===== src/rtl/seq_divider.sv =====
// seq_divider
//   Sequential unsigned restoring divider (shift-subtract). Each quotient bit
//   takes two states: one shift and one subtract.
//   The dividend is entered on S with LoadDividend. Run then latches S as the
//   divisor and starts the division.
//
// Ports
//   Clk          system clock; all state changes on the rising edge
//   Reset        synchronous, active-high reset; aborts any division
//   LoadDividend level; in ready, loads S into the quotient/dividend register
//   Run          level; in ready, starts a division with S as the divisor
//   S            switch input: dividend on load, divisor on start
//   Qval         quotient register
//   Rval         remainder register
//   Busy         high in start, shift and sub
//   Done         high in done
//   DivByZero    sticky error flag for the current result
//
// state    | meaning
// ---------+---------------------------------------------------------------
// ST_READY | idle; Run starts a division, LoadDividend loads the dividend
// ST_LOAD  | Q <= S, clears R and DivByZero
// ST_START | latch divisor, clear count; a zero divisor goes straight to done
// ST_SHIFT | {R,Q} shifted left one place, carry out of R kept in rx
// ST_SUB   | trial subtract of the divisor, sets the quotient LSB
// ST_DONE  | result held until Run is released

module seq_divider #(
    parameter int WIDTH = 8
) (
    input  logic             Clk,
    input  logic             Reset,
    input  logic             LoadDividend,
    input  logic             Run,
    input  logic [WIDTH-1:0] S,
    output logic [WIDTH-1:0] Qval,
    output logic [WIDTH-1:0] Rval,
    output logic             Busy,
    output logic             Done,
    output logic             DivByZero
);

    localparam int CW = $clog2(WIDTH) + 1;
    localparam logic [CW-1:0] LAST = CW'(WIDTH - 1);

    typedef enum logic [2:0] {
        ST_READY,
        ST_LOAD,
        ST_START,
        ST_SHIFT,
        ST_SUB,
        ST_DONE
    } state_t;

    state_t state, state_nxt;

    logic [WIDTH-1:0] q, r, d;
    logic [CW-1:0]    c;
    logic             rx;
    logic             dbz;

    // Trial value {carry, R}. R < D before the shift, so the trial is below
    // 2D and the difference always fits back into WIDTH bits.
    logic [WIDTH:0]   trial;
    logic [WIDTH-1:0] diff_lo;
    logic             fits;

    assign trial   = {rx, r};
    assign fits    = (trial >= {1'b0, d});
    assign diff_lo = r - d;   // modular low bits equal the true difference when fits

    always_ff @(posedge Clk) begin
        if (Reset)
            state <= ST_READY;
        else
            state <= state_nxt;
    end

    always_comb begin
        state_nxt = state;
        Busy      = 1'b0;
        Done      = 1'b0;
        case (state)
            ST_READY: begin
                if (Run)
                    state_nxt = ST_START;
                else if (LoadDividend)
                    state_nxt = ST_LOAD;
            end
            ST_LOAD: begin
                state_nxt = ST_READY;
            end
            ST_START: begin
                Busy      = 1'b1;
                state_nxt = (S == '0) ? ST_DONE : ST_SHIFT;
            end
            ST_SHIFT: begin
                Busy      = 1'b1;
                state_nxt = ST_SUB;
            end
            ST_SUB: begin
                Busy      = 1'b1;
                state_nxt = (c == LAST) ? ST_DONE : ST_SHIFT;
            end
            ST_DONE: begin
                Done = 1'b1;
                if (!Run)
                    state_nxt = ST_READY;
            end
            default: begin
                state_nxt = ST_READY;
            end
        endcase
    end

    always_ff @(posedge Clk) begin
        if (Reset) begin
            q   <= '0;
            r   <= '0;
            d   <= '0;
            c   <= '0;
            rx  <= 1'b0;
            dbz <= 1'b0;
        end else begin
            case (state)
                ST_LOAD: begin
                    q   <= S;
                    r   <= '0;
                    rx  <= 1'b0;
                    dbz <= 1'b0;
                end
                ST_START: begin
                    d  <= S;
                    c  <= '0;
                    rx <= 1'b0;
                    if (S == '0) begin
                        // Report the dividend as the remainder.
                        q   <= '1;
                        r   <= q;
                        dbz <= 1'b1;
                    end else begin
                        r   <= '0;
                        dbz <= 1'b0;
                    end
                end
                ST_SHIFT: begin
                    rx <= r[WIDTH-1];
                    r  <= {r[WIDTH-2:0], q[WIDTH-1]};
                    q  <= {q[WIDTH-2:0], 1'b0};
                end
                ST_SUB: begin
                    if (fits) begin
                        r    <= diff_lo;
                        q[0] <= 1'b1;
                    end else begin
                        q[0] <= 1'b0;
                    end
                    rx <= 1'b0;
                    c  <= c + 1'b1;
                end
                default: begin
                end
            endcase
        end
    end

    assign Qval      = q;
    assign Rval      = r;
    assign DivByZero = dbz;

endmodule

===== config.mk =====
export PLATFORM = sky130hd
export DESIGN_NAME = seq_divider
export DESIGN_NICKNAME = d
export VERILOG_FILES = /design/src/rtl/seq_divider.sv
export SDC_FILE = /design/constraint.sdc
export NUM_CORES = 1
export LEC_CHECK = 0
export BUFFER_PORTS_ARGS = -buffer_cell sky130_fd_sc_hd__buf_2
export CORE_MARGIN = 3
export CORE_UTILIZATION = 55
export DETAILED_ROUTE_END_ITERATION = 8
export GPL_ROUTABILITY_DRIVEN = 0
export PLACE_DENSITY = 0.8
export SLEW_MARGIN = 20
export SYNTH_ARGS = -nofsm -noshare
export SYNTH_HDL_FRONTEND = slang
export SYNTH_SLANG_ARGS = --single-unit

===== constraint.sdc =====
create_clock -name Clk -period 2.44 [get_ports Clk]
set_input_delay 0.244 -clock Clk [delete_from_list [all_inputs] [get_ports Clk]]
set_output_delay 0.244 -clock Clk [all_outputs]
set_load 0.01 [all_outputs]

* Yosys cells after proc, flatten, opt, wreduce, memory -nomap -nowiden *
Index checks and enable logic that the tools add are counted.

cells by class
  add/sub/neg operators = 2
  magnitude comparators = 1
  equal/unequal tests = 10
  multiplexer cells = 19
  reductions and logical operators = 13

operators by type and width
  kind                 count
  $pmux 8 s4           1
  $mux 8               3
  $pmux 7 s3           1
  $mux 3               5
  $pmux 3 s5           1
  $ge 9x8->1           1
  $logic_not 8->1      1
  $pmux 4 s2           1
  $reduce_and 2->1     4
  $sub 8x8->8          1
  $eq 3x2->1 const B   2
  $eq 3x3->1 const B   2
  $ne 2x2->1 const B   3
  $reduce_bool 2->1    3
  $reduce_or 3->1      2
  $add 4x1->4 const B  1
  $eq 4x3->1 const B   1
  $mux 1               4
  $pmux 1 s2           2
  $pmux 1 s4           1
  $reduce_bool 4->1    1
  $eq 3x1->1 const B   1
  $logic_not 3->1      1
  $ne 3x3->1 const B   1
  $reduce_bool 3->1    1

word-level totals
  register bits after elaboration = 33
  bits of input ports = 12
  output and inout port bits = 19
  logic and storage cells = 53

* Depth between registers and ports, before layout *
  depth in word-level cells = 3
  depth in mapped cells = 10
  mapped depth without buffers = 10

* Least setup slack after synthesis *
OpenSTA, ideal clock, no wires.

  path kind = register to register
  from = register r[0], in the netlist Rval[0]
  to = register r[6], in the netlist Rval[6]
  library setup time = 0.071 ns
  arrival time = 2.006 ns
  slack = 0.363 ns
  cell stages (with the launch flop) = 11
  period minus slack after synthesis = 2.077 ns
  cells stage by stage = dfxtp_1 > inv_1 > ha_1 > inv_1 > fa_1 > a211oi_1 > nor2_1 > or4_1 > nand3_1 > o21ai_0 > a21oi_1

on the way
  cells in the longest elaborated chain, start to end = 3
  elaborated cells on any way between the ends = 6

ends and longest elaborated chain
  what                                                   line    text
  start: declaration                                     57      logic [WIDTH-1:0] q, r, d;
  start signal: assignment                               139     r <= q;
  start signal: assignment                               148     r <= {r[WIDTH-2:0], q[WIDTH-1]};
  start signal: assignment                               153     r <= diff_lo;
  $sub 8x8->8 / $ge 9x8->1 (equally long branches)       70, 69
  $mux 8 / $ne 2x2->1 (equally long branches)            --
  $pmux 8 s4 / $reduce_and 2->1 (equally long branches)  --

Several ways; a longest one is shown, not always the timed one. The select of a mux whose other input is x is not followed.
A chain may end at the register's enable or synchronous reset.

* Worst setup path after layout *
Same ends and word-level chain as after synthesis.

==> flow_metrics.py <==
metrics = {
    "logic_synthesis": {
        "synth-edff-count": 0,
        "syn_inst": 253,
        "yosys.area_share.simple": 0.223,
        "syn_nets": 275,
        "synth_area_um2": 1990,
        "synth_top_family_by_area": "compound AO/OA/AOI/OAI gates",
        "synth_flop_cell": "dfxtp_1",
        "yosys.area.top_type": "dfxtp_1",
        "netlist-cell-type-count": 45,
        "yosysWarningCount": 0,
        "avgSynthCellArea_um2": 7.85,
        "seq_area_frac_synth": 0.333,
        "async_reset_ff_frac": 0,
        "synth_compound_area_frac": 0.279,
        "synth_top_area_share": 0.333,
        "yosys-top-cells-area": "dfxtp_1 33%, a21oi_1 9.3%, nand2_1 6.4%",
        "synth_mux_area_frac": 0.0107,
        "ys_ff_latch": 33,
        "synthAdderAreaFrac": 0.0668,
        "synth-xor-area-share": 0.0221,
    },
    "timing": {
        "setup_violations": 0,
        "post-route-period-util": 0.939,
        "fin_tns_setup_ps": 0,
        "layout_setup_ws_ps": 149,
        "fin_crit_ps": 2290,
        "worst_pin_slew_ps": 604,
        "slew_headroom": 0.598,
        "hold_viol_final": 0,
        "fmax_ghz": 0.437,
        "rsz0062_at_grt": "false",
        "finClkSkew_ps": 12.9,
        "final-max-slew-violation-count": 0,
    },
    "place": {
        "hpwlAfterDp_mm": 3.75,
        "pre_cts_ws_ps": 185,
        "port_buffers": 30,
        "dp.cells": 322,
    },
    "layout": {
        "nFillCells": 318,
        "antennaDiodeCount": 0,
        "mostFrequentLayoutCell": "a21oi_1",
        "area_delta_synth_final_pct": 15.2,
        "final_cell_mix": "37 x a21oi_1, 34 x nand2_1, 33 x dfxtp_1",
        "finalNetCount": 305,
        "stdcell_count": 330,
        "drive_gt1_frac": 0.187,
        "final_util": 0.670,
    },
    "floorplanning": {
        "core_area_um2": 3420,
        "die_x_um": 66.1,
        "die_y_um": 66.1,
        "num_rows": 21,
        "dieArea_um2": 4370,
        "initial_core_util": 0.581,
        "io-pin-count": 31,
    },
    "pwr": {
        "pwr_density_cell_nw_per_um2": 644,
        "power.leakage_nw": 0.937,
        "ir_drop_mv": 0.388,
    },
    "setup_path": {
        "setup.worst_path.start_class": "flip-flop",
        "critPathMaxFanout": 4,
        "cp.required_ps": 2720,
        "crit_arrival_ps": 2570,
        "reg2reg_slack_ps": 150,
        "worst_setup_path_end_kind": "flip-flop",
        "crit_type": "reg2reg",
    },
    "grt": {
        "antenna_found_initial": 0,
        "gr-total-overflow": 0,
        "grt_usage": 0.268,
        "grt_pass1_vias": 1799,
        "grt_pass1_wl_mm": 8.94,
        "grt_max_degree": 35,
    },
    "drt": {
        "vias": 1992,
        "ant_nets": 0,
        "via_per_inst": 6.04,
        "wirelength_mm": 5.28,
        "wire_per_inst_um": 16.0,
        "dr.first_iter.drc_count": 246,
        "drcViolationCount": 0,
        "drtPass1Iterations": 5,
    },
    "clock_network": {
        "tritoncts": "built",
        "numClockSinks": 33,
        "cts_max_level": 2,
        "clockBufferDepth": 2,
        "clock_latency_ps": 350,
        "cts_buffers": 5,
        "path_clk_slew_ps": 110,
        "clock-root-buffer": "clkbuf_4",
    },
    "hold_path": {
        "worstHoldPathType": "in2reg",
    },
    "flow_run": {
        "maxCapViolations": 0,
    },
    "status": {
        "status": "finished, final reports clean",
    },
}
==> registers in the layout, indices dropped and copies added, names as in the netlist <==
name	count
rx	1
DivByZero	1
Rval	8
c	4
d	8
Qval	8
state	3
==> per-layer routing <==
metal  up-vias  global-route usage  share of wire
met5         -                   0              0
met4         0              0.0939          0.020
met3        15              0.0561          0.072
met2        76               0.397           0.45
met1       932               0.383           0.45
li1        969                   -              -
==> cell type report <==
type	instances	area, um^2	share of cell area
multi-input combinational	191	1200	0.525
sequential	33	661	0.289
timing repair buffer	39	218	0.0952
clock inverter	3	65.1	0.0284
tap	46	57.6	0.0252
inverter	13	48.8	0.0213
clock buffer	5	37.5	0.0164
==> final timing paths <==
check | from | endpoint | cells past startpoint
worst max register to register | Rval[0] | Rval[6] | 10
worst min-delay path | S[1] | d[1] | 3
worst max-delay path | Rval[0] | Rval[6] | 10
worst min register to register | d[7] | d[7] | 2
==> power by group <==
group / total [mW] / switching (mW) / internal [mW]
logic: 0.349 / 0.208 / 0.141
registers: 0.605 / 0.0345 / 0.571
clock network: 0.520 / 0.203 / 0.317
total: 1.47 / 0.445 / 1.03
==> Yosys cell counts, drive strengths merged, types with 4 or more instances <==
master,count
a21oi,38
a222oi,6
buf,6
clkbuf,10
dfxtp,33
ha,9
inv,13
nand2,34
nand2b,4
nand3,5
nand3b,10
nor2,21
o211ai,8
o21ai,11
==> repair_timing <==
item	4_1_cts	5_1_grt
endpoints found under the hold margin	0	0
hold buffers	0	0
gates resized for setup	0	1
endpoints found under the setup margin	0	1
buffers inserted	0	0
==> logic make-up after synthesis <==
family                     after synthesis
buffers and inverters                   29
and+or+nand+nor                         89
DFF                                     33
muxes                                    2
adders and majority gates               10
xor gates and xnor gates                 5
AOI/OAI and AO/OA                       85
==> stage by stage <==
step	power [mW]	instance area (um^2)	hold WS, ps
3_5_place_dp	0.956	2180	447
6_report	1.47	2290	145
2_1_floorplan	0.849	1990	380
3_3_place_gp	0.950	2180	444
4_1_cts	1.47	2280	134
5_1_grt	1.55	2290	159
==> critical path, cell delays in order, from the launching register on <==
cell	delay, ps
dfxtp_1	360
inv_1	70
ha_1	160
inv_1	70
fa_1	450
a211oi_2	220
nor2_1	90
or4_1	470
nand3_1	110
o21ai_0	90
a21oi_1	130
Power figures use the tool's default switching activity.
